`config.mk`:
```
export PLATFORM = sky130hd
export DESIGN_NAME = hpm_overflow_ctrl
export DESIGN_NICKNAME = d
export VERILOG_FILES = /design/src/rtl/hpm_overflow_ctrl_pkg.sv /design/src/rtl/hpm_ovf_slot.sv /design/src/rtl/hpm_overflow_ctrl.sv
export SDC_FILE = /design/constraint.sdc
export NUM_CORES = 1
export LEC_CHECK = 0
export CORE_AREA = 2 2 211 213
export DETAILED_ROUTE_END_ITERATION = 12
export DIE_AREA = 0 0 213 215
export DONT_BUFFER_PORTS = 1
export HOLD_SLACK_MARGIN = 0.15
export SLEW_MARGIN = 20
export SYNTH_ARGS = -nofsm -noshare
export SYNTH_HDL_FRONTEND = slang
export SYNTH_SLANG_ARGS = --single-unit
```
`constraint.sdc`:
```
create_clock -name clk_i -period 1.15 [get_ports clk_i]
set_input_delay 0.1725 -clock clk_i [delete_from_list [all_inputs] [get_ports clk_i]]
set_output_delay 0.1725 -clock clk_i [all_outputs]
set_load 0.01 [all_outputs]
```
`src/rtl/hpm_overflow_ctrl_pkg.sv`:
```
// Shared constants and types for the HPM counter-overflow (Sscofpmf) control block.
// Holds CSR addresses, state-bit positions and the core configuration type.
package hpm_overflow_ctrl_pkg;

  typedef struct packed {
    int unsigned XLEN;
  } cfg_t;

  localparam cfg_t cva6_cfg_empty = '{XLEN: 64};

  // Positions inside the 4-bit nibble held in mhpmevent[XLEN-1:XLEN-4]
  localparam int unsigned OF_BIT   = 3;
  localparam int unsigned MINH_BIT = 2;
  localparam int unsigned SINH_BIT = 1;
  localparam int unsigned UINH_BIT = 0;

  localparam logic [11:0] CSR_MHPM_EVENT_3  = 12'h323;
  localparam logic [11:0] CSR_MHPM_EVENT_3H = 12'h723;
  localparam logic [11:0] CSR_SCOUNTOVF     = 12'hDA0;
  localparam int unsigned IRQ_LCOFI         = 13;

  typedef enum logic [1:0] {
    PRIV_U = 2'b00,
    PRIV_S = 2'b01,
    PRIV_M = 2'b11
  } priv_lvl_t;

  typedef enum logic {
    ARMED      = 1'b0,
    OVERFLOWED = 1'b1
  } ovf_state_t;

  // RV32 keeps the state bits in the high-half event CSRs
  function automatic logic [11:0] evt_addr(input int unsigned xlen, input int unsigned idx);
    return ((xlen == 32) ? CSR_MHPM_EVENT_3H : CSR_MHPM_EVENT_3) + idx[11:0];
  endfunction

endpackage

```
`src/rtl/hpm_ovf_slot.sv`:
```
// One counter's overflow/inhibit state: OF state machine, mode-inhibit bits,
// wrap detection and the combinational inhibit output.
module hpm_ovf_slot
  import hpm_overflow_ctrl_pkg::*;
(
  input  logic        clk_i,
  input  logic        rst_ni,
  input  logic        debug_mode_i,
  input  logic [1:0]  priv_lvl_i,
  input  logic        inc_i,
  input  logic [63:0] val_i,
  input  logic        cnt_wr_i,
  input  logic        csr_we_i,
  input  logic [3:0]  csr_wdata_i,
  output logic [3:0]  state_o,
  output logic        of_nxt_o,
  output logic        inhibit_o
);

  ovf_state_t r_ovf, w_ovf_d;
  logic [2:0] r_inh, w_inh_d;
  logic       w_wrap;

  // A software-written all-ones value is not a wrap; only a real increment is
  assign w_wrap = inc_i && (&val_i) && !cnt_wr_i && !debug_mode_i;

  always_comb begin
    w_ovf_d = r_ovf;
    w_inh_d = r_inh;
    if (w_wrap) w_ovf_d = OVERFLOWED;
    if (csr_we_i) begin
      w_ovf_d = ovf_state_t'(csr_wdata_i[OF_BIT]);
      w_inh_d = csr_wdata_i[2:0];
    end
  end

  always_ff @(posedge clk_i or negedge rst_ni) begin
    if (!rst_ni) begin
      r_ovf <= ARMED;
      r_inh <= '0;
    end else begin
      r_ovf <= w_ovf_d;
      r_inh <= w_inh_d;
    end
  end

  assign state_o   = {r_ovf == OVERFLOWED, r_inh};
  assign of_nxt_o  = (w_ovf_d == OVERFLOWED);
  assign inhibit_o = (r_inh[MINH_BIT] && priv_lvl_i == PRIV_M) ||
                     (r_inh[SINH_BIT] && priv_lvl_i == PRIV_S) ||
                     (r_inh[UINH_BIT] && priv_lvl_i == PRIV_U);

endmodule

```
`src/rtl/hpm_overflow_ctrl.sv`:
```
// Counter-overflow control: per-counter OF/xINH state, CSR read/write of the
// event high bits and scountovf, and the local counter-overflow interrupt.
module hpm_overflow_ctrl
  import hpm_overflow_ctrl_pkg::*;
#(
  parameter cfg_t        CVA6Cfg    = cva6_cfg_empty,
  parameter int unsigned NrCounters = 6
) (
  input  logic                               clk_i,
  input  logic                               rst_ni,
  input  logic                               debug_mode_i,
  input  logic [1:0]                         priv_lvl_i,
  input  logic [11:0]                        addr_i,
  input  logic                               we_i,
  input  logic [CVA6Cfg.XLEN-1:0]            data_i,
  output logic [CVA6Cfg.XLEN-1:0]            data_o,
  input  logic [NrCounters-1:0]              cnt_inc_i,
  input  logic [NrCounters-1:0][63:0]        cnt_val_i,
  input  logic [NrCounters-1:0]              cnt_wr_i,
  output logic [NrCounters-1:0]              inhibit_o,
  output logic                               lcofi_o
);

  localparam int unsigned XLEN = CVA6Cfg.XLEN;

  logic [NrCounters-1:0][3:0] w_state;
  logic [NrCounters-1:0]      w_of, w_of_d, w_csr_we;
  logic [XLEN-1:0]            w_rdata, r_data;
  logic                       r_lcofi;
  logic                       w_unused;

  assign w_unused = ^data_i[XLEN-5:0];

  for (genvar g = 0; g < NrCounters; g++) begin : g_slot
    assign w_csr_we[g] = we_i && (addr_i == evt_addr(XLEN, g));
    assign w_of[g]     = w_state[g][OF_BIT];

    hpm_ovf_slot u_slot (
      .clk_i        (clk_i),
      .rst_ni       (rst_ni),
      .debug_mode_i (debug_mode_i),
      .priv_lvl_i   (priv_lvl_i),
      .inc_i        (cnt_inc_i[g]),
      .val_i        (cnt_val_i[g]),
      .cnt_wr_i     (cnt_wr_i[g]),
      .csr_we_i     (w_csr_we[g]),
      .csr_wdata_i  (data_i[XLEN-1 -: 4]),
      .state_o      (w_state[g]),
      .of_nxt_o     (w_of_d[g]),
      .inhibit_o    (inhibit_o[g])
    );
  end

  always_comb begin
    w_rdata = '0;
    for (int unsigned i = 0; i < NrCounters; i++)
      if (addr_i == evt_addr(XLEN, i)) w_rdata[XLEN-1 -: 4] = w_state[i];
    if (addr_i == CSR_SCOUNTOVF) w_rdata[NrCounters+2:3] = w_of;
  end

  // Interrupt tracks the next OF value so it moves on the same edge as OF
  always_ff @(posedge clk_i or negedge rst_ni) begin
    if (!rst_ni) begin
      r_data  <= '0;
      r_lcofi <= 1'b0;
    end else begin
      r_data  <= w_rdata;
      r_lcofi <= |w_of_d;
    end
  end

  assign data_o  = r_data;
  assign lcofi_o = r_lcofi;

endmodule

```
# After elaboration in Yosys (flattened, before gate mapping)
# Index checks and enable logic that the tools add are counted.
dict set report totals {
  out_inout_bits 71
  wordCells 111
  regBits 35
  in_bits 478
}
dict set report classes {
  eq_ne 9
  n_mux 19
  reduce_logical 69
}
# operator count
set op_table {}
lappend op_table {{AND reduction 64 bit} 6}
lappend op_table {{equality test 12 x 10 -> 1 bit, second input constant} 6}
lappend op_table {{logical AND 1 bit} 42}
lappend op_table {{2-to-1 mux 4 bit} 6}
lappend op_table {{equality test 12 bit, second input constant} 1}
lappend op_table {{logical OR 1 bit} 12}
lappend op_table {{2-to-1 mux 1 bit} 12}
lappend op_table {{logical NOT 1 bit} 7}
lappend op_table {{2-to-1 mux 6 bit} 1}
lappend op_table {{OR reduction 6 bit} 1}
lappend op_table {{equality test 2 x 1 -> 1 bit, second input constant} 1}
lappend op_table {{equality test 2 bit, second input constant} 1}
lappend op_table {{logical NOT 2 bit} 1}

# Depth between registers and ports, before layout
dict set report depth {
  depth_word 7
  ltp_mapped 6
  mapped_depth_nobuf 6
}

# Cells and area by module
# Synthesis repeated with hierarchy kept, for this count alone.
dict set report unflattened {
  hier_cells 352
  area_unflattened_um2 3085.5
}
# mod seq_area_each_um2 n_inst cells_each area_per_inst_um2
set modules_own_cells {}
lappend modules_own_cells {hpm_ovf_slot 100.1 6 36 325.3}
lappend modules_own_cells {hpm_overflow_ctrl 275.3 1 136 1133.6}

# Least setup slack after synthesis
# Ideal clock, no wire load.
dict set report synth_timing {
  path_kind {in2reg}
  from {in addr_i[3]}
  to {reg r_lcofi, in the netlist lcofi_o}
  t_arrival_ns 1.729
  path_slack_ns -0.714
  setup_time_ns 0.135
  stages 6
  t_required_ns 1.015
  n_path_buf 0
  cell_sequence {or4b_4 nor3_4 nand4_4 mux2_4 a211oi_2 nand4_1}
}
dict set report synth_via {
  elab_chain_len 4
  word_cells_on_any_way 19
  cone_classes {eq/ne: 6; mux: 6; reduce/logical: 7}
}
# element line_no
set synth_rtl {}
lappend synth_rtl {{start: declaration} hpm_overflow_ctrl.sv:13} ;# input logic [11:0] addr_i,
lappend synth_rtl {{equality test 12 x 10 -> 1 bit} hpm_overflow_ctrl.sv:35} ;# assign w_csr_we[g] = we_i && (addr_i == evt_addr(XLEN, g));
lappend synth_rtl {{logical AND 1 bit} hpm_overflow_ctrl.sv:35}
lappend synth_rtl {{2-to-1 mux 1 bit} hpm_ovf_slot.sv:31} ;# if (csr_we_i) begin
lappend synth_rtl {{OR reduction 6 bit *} hpm_overflow_ctrl.sv:68} ;# r_lcofi <= |w_of_d;
lappend synth_rtl {{end signal: assignment} hpm_overflow_ctrl.sv:68}
lappend synth_rtl {{end: declaration} hpm_overflow_ctrl.sv:29} ;# logic r_lcofi;
# Every way passes the cells marked *; elsewhere a longest branch is shown, timed or not.
# A chain may end at the register's enable or synchronous reset.

# Final worst setup path
dict set report layout_timing {
  from {in addr_i[4]}
  to {reg r_lcofi, in the netlist lcofi_o}
}
# Same word-level chain as after synthesis.

==> impl_metrics.tcl <==
set metrics [dict create \
    cp_data_required_time_ns 1.30 \
    cp_top_family "simple AND/OR/NAND/NOR gates" \
    cp_max_fo 3 \
    cts_buffer_depth 2 \
    cts_buffers 5 \
    hpwl_um 18700 \
    fp.dieH_um 215 \
    rsz0062_at_grt "yes" \
    grt_pass1_vias 3664 \
    yosys-top-cells-count "nand4_1 (95), buf_4 (60), dfrtp_1 (35)" \
    crit_arrival_ns 1.73 \
    dieArea_um2 45800 \
    routabilityCongestion 1.29 \
    htree_num_levels 2 \
    synthDominantCellAreaShare_pct 28.0 \
    r2r-start "g_slot[3].u_slot.r_inh[1]" \
    outcome "finished with violations" \
    fin_crit_sh_pct 138 \
    slowest_delay_ns 0.59 \
    ant_nets 0 \
    synthToLayoutAreaGrowth_pct 43.6 \
    drive_gt1_share_pct 27.3 \
    maxCapViolCount 0 \
    final.min_clock_period_ns 1.58 \
    yosys-top-cells-area "dfrtp_1 (28%), nand4_1 (19%), buf_4 (14%)" \
    pwr-share-clk_pct 47.2 \
    synth_edf_count 0 \
    ys_warn_count 0 \
    cts_tree "built" \
    wl_um 21500 \
    dpl_cell_area_um2 3980 \
    r2r_end "data_o[61]" \
    grt_max_degree 36 \
    criticalPathCategory "input pin to flip-flop" \
    vias 3641 \
    clkSlewWorstSetupHoldPaths_ns 0.05 \
    met2_usage_pct 14.6 \
    core_um2 43600 \
    path_depth 6 \
    gr-total-overflow 0 \
    root_buffer "clkbuf_16" \
    busiest_layer "met2" \
    slowest_stage "or4b_4" \
    regToRegSetupSlack_ns -0.15 \
    wl_per_cell_um 21.0 \
    timing.hold.worst.class "input pin to flip-flop" \
    worstPathCellList "or4b_4 > nor3_4 > nand4_4 > mux2_4 > a211oi_2 > nand4_1" \
    ys_seq_area_share_pct 28.0 \
    synth_top_area_cell "dfrtp_1" \
    drc 0 \
    finalSetupViolCount 32 \
    worst_slack_ns -0.434 \
    drt-initial-drc-count 344 \
    swShare_pct 24.0 \
    ff2ff_path_depth 5 \
    start_util_pct 7.17 \
    violations "negative setup slack" \
    die_w_um 213 \
    post-route-util_pct 10.3 \
    peakVddDrop_mv 0.583 \
    path_buf_inv 0 \
    viasPerCell 3.57 \
    hold_path_depth 3 \
    p_switching_mw 0.723 \
    finalSetupTns_ns -8.32 \
    p_per_area_nw_per_um2 670 \
    leakagePower_nw 1.58 \
    synthDistinctLibCells 41 \
    grt_usage_pct 8.64 \
    final_nets 899 \
    fmax_mhz 631 \
    avgSynthCellArea_um2 8.52 \
    power_mw 3.01 \
    p_int_mw 2.29 \
    synth-seq-cells 35 \
    combPwrFrac_pct 11.5 \
    antenna_found_initial 11 \
    hold_path.startpoint "data_i[63]" \
    ioPinCount 549 \
    worstSetupStartpointType "input pin" \
    design_area_um2 4490 \
    async_reset_ff_share_pct 100 \
    detailedPlace.worstSlack_ns -0.999 \
    fp-row-count 77 \
    io_buffer_count 0 \
    syn_inst 367 \
    use_met1_pct 9.32 \
    skew_ns 0.00297 \
    cp-end-kind "flip-flop" \
    syn_area_um2 3130 \
    pwr-share-seq_pct 41.3 \
    clock-sinks 35 \
    finalMaxSlewViolations 0 \
    dr.pass1.iters 5 \
    finalHoldViolCount 0 \
    yosysMostFrequentCell "nand4_1" \
    min_to "g_slot[4].u_slot.r_ovf" \
    synth_ff_type "dfrtp_1" \
    clock_latency_ns 0.28 \
    grt_util_met3_pct 4.40 \
    grt_pass1_wl_um 27000 \
]
-- stage by stage --
| stage | cells | hold slack (ns) |
|---|---|---|
| 2_1_floorplan | 420 | -0.123 |
| 3_3_place_gp | 990 | -0.120 |
| 3_5_place_dp | 990 | -0.120 |
| 4_1_cts | 1010 | 0.160 |
| 5_1_grt | 1016 | 0.181 |
| 6_report | 1021 | 0.163 |
-- routing by layer --
metal  wire [um]  up-vias  part of all wire (%)
li1            -     1462                     -
met5         130        -                  0.61
met4         626       10                   2.9
met2       10200      389                    47
met3        2880       54                    13
met1        7630     1726                    36
-- worst max path at each step --
stage               slack, ns      startpoint  endpoint
detailed placement       -1.0  cnt_val_i[213]   lcofi_o
global placement        -0.96  cnt_val_i[213]   lcofi_o
finish                  -0.43       addr_i[4]   lcofi_o
CTS                     -0.48       addr_i[4]   lcofi_o
global route            -0.53       addr_i[4]   lcofi_o
floorplan               -0.71       addr_i[3]   lcofi_o
-- power groups by stage --
stage / clock (mW) / combinational (mW) / sequential [mW]
after floorplan: 0 / 0.346 / 1.26
after global placement: 0 / 0.253 / 1.26
after detailed placement: 0 / 0.257 / 1.26
after CTS: 1.43 / 0.327 / 1.24
after global routing: 1.49 / 0.377 / 1.24
final: 1.42 / 0.346 / 1.24
-- cell families after synthesis --
family / after synthesis / share of synthesized area, %
other cells: 1 / 0.120
flops: 35 / 28.0
mux: 28 / 9.80
buf+inv: 68 / 15.4
compound gates: 32 / 6.44
simple gates: 203 / 40.2
-- area by class of cell --
| type | count | area, um^2 |
|---|---|---|
| inverter | 4 | 15.0 |
| clock buffer | 8 | 156 |
| sequential | 35 | 876 |
| multi-input combinational | 317 | 2180 |
| tap | 592 | 741 |
| timing repair buffer | 58 | 508 |
| fill | 5030 | 39200 |
| antenna | 7 | 17.5 |
-- what timing repair did --
action,in CTS,in global routing
setup buffers,12,7
pin swaps,20,18
endpoints found under the setup margin,30,34
resized for setup,29,30
hold endpoints to repair,58,0
hold buffers,6,0
-- worst reg2reg max path: stages (launching register included) --
cell,delay (ns)
dfrtp_1,0.39
buf_4,0.13
mux2_4,0.27
a21oi_2,0.14
o21ai_2,0.08
a22o_1,0.18
-- placed cells by master, fill, tap and decap left out, types with 2 or more instances in the layout --
cell type / count
or4_4: 2
buf_12: 3
mux2_4: 13
nor2_1: 10
a22oi_1: 2
nor2_4: 2
mux2_2: 5
conb_1: 54
mux2i_1: 8
and2_1: 9
a32o_2: 2
nor4_2: 3
diode_2: 7
o21ai_2: 10
o21ai_1: 3
nor4_1: 14
nor4_4: 3
or4_1: 3
clkbuf_16: 5
nand2_1: 27
nor3_1: 6
clkbuf_8: 2
dfrtp_1: 35
nand4_1: 95
and4_1: 3
mux2i_2: 2
dlygate4sd3_1: 5
inv_1: 4
buf_4: 44
nand4b_1: 6
nand3_1: 8
buf_6: 6
o21ai_0: 5
-- flip-flops by register name (all words and copies together), names as in the netlist --
signal               count
data_o                  10
lcofi_o                  1
g_slot.u_slot.r_ovf      6
g_slot.u_slot.r_inh     18
Power figures use the tool's default switching activity.
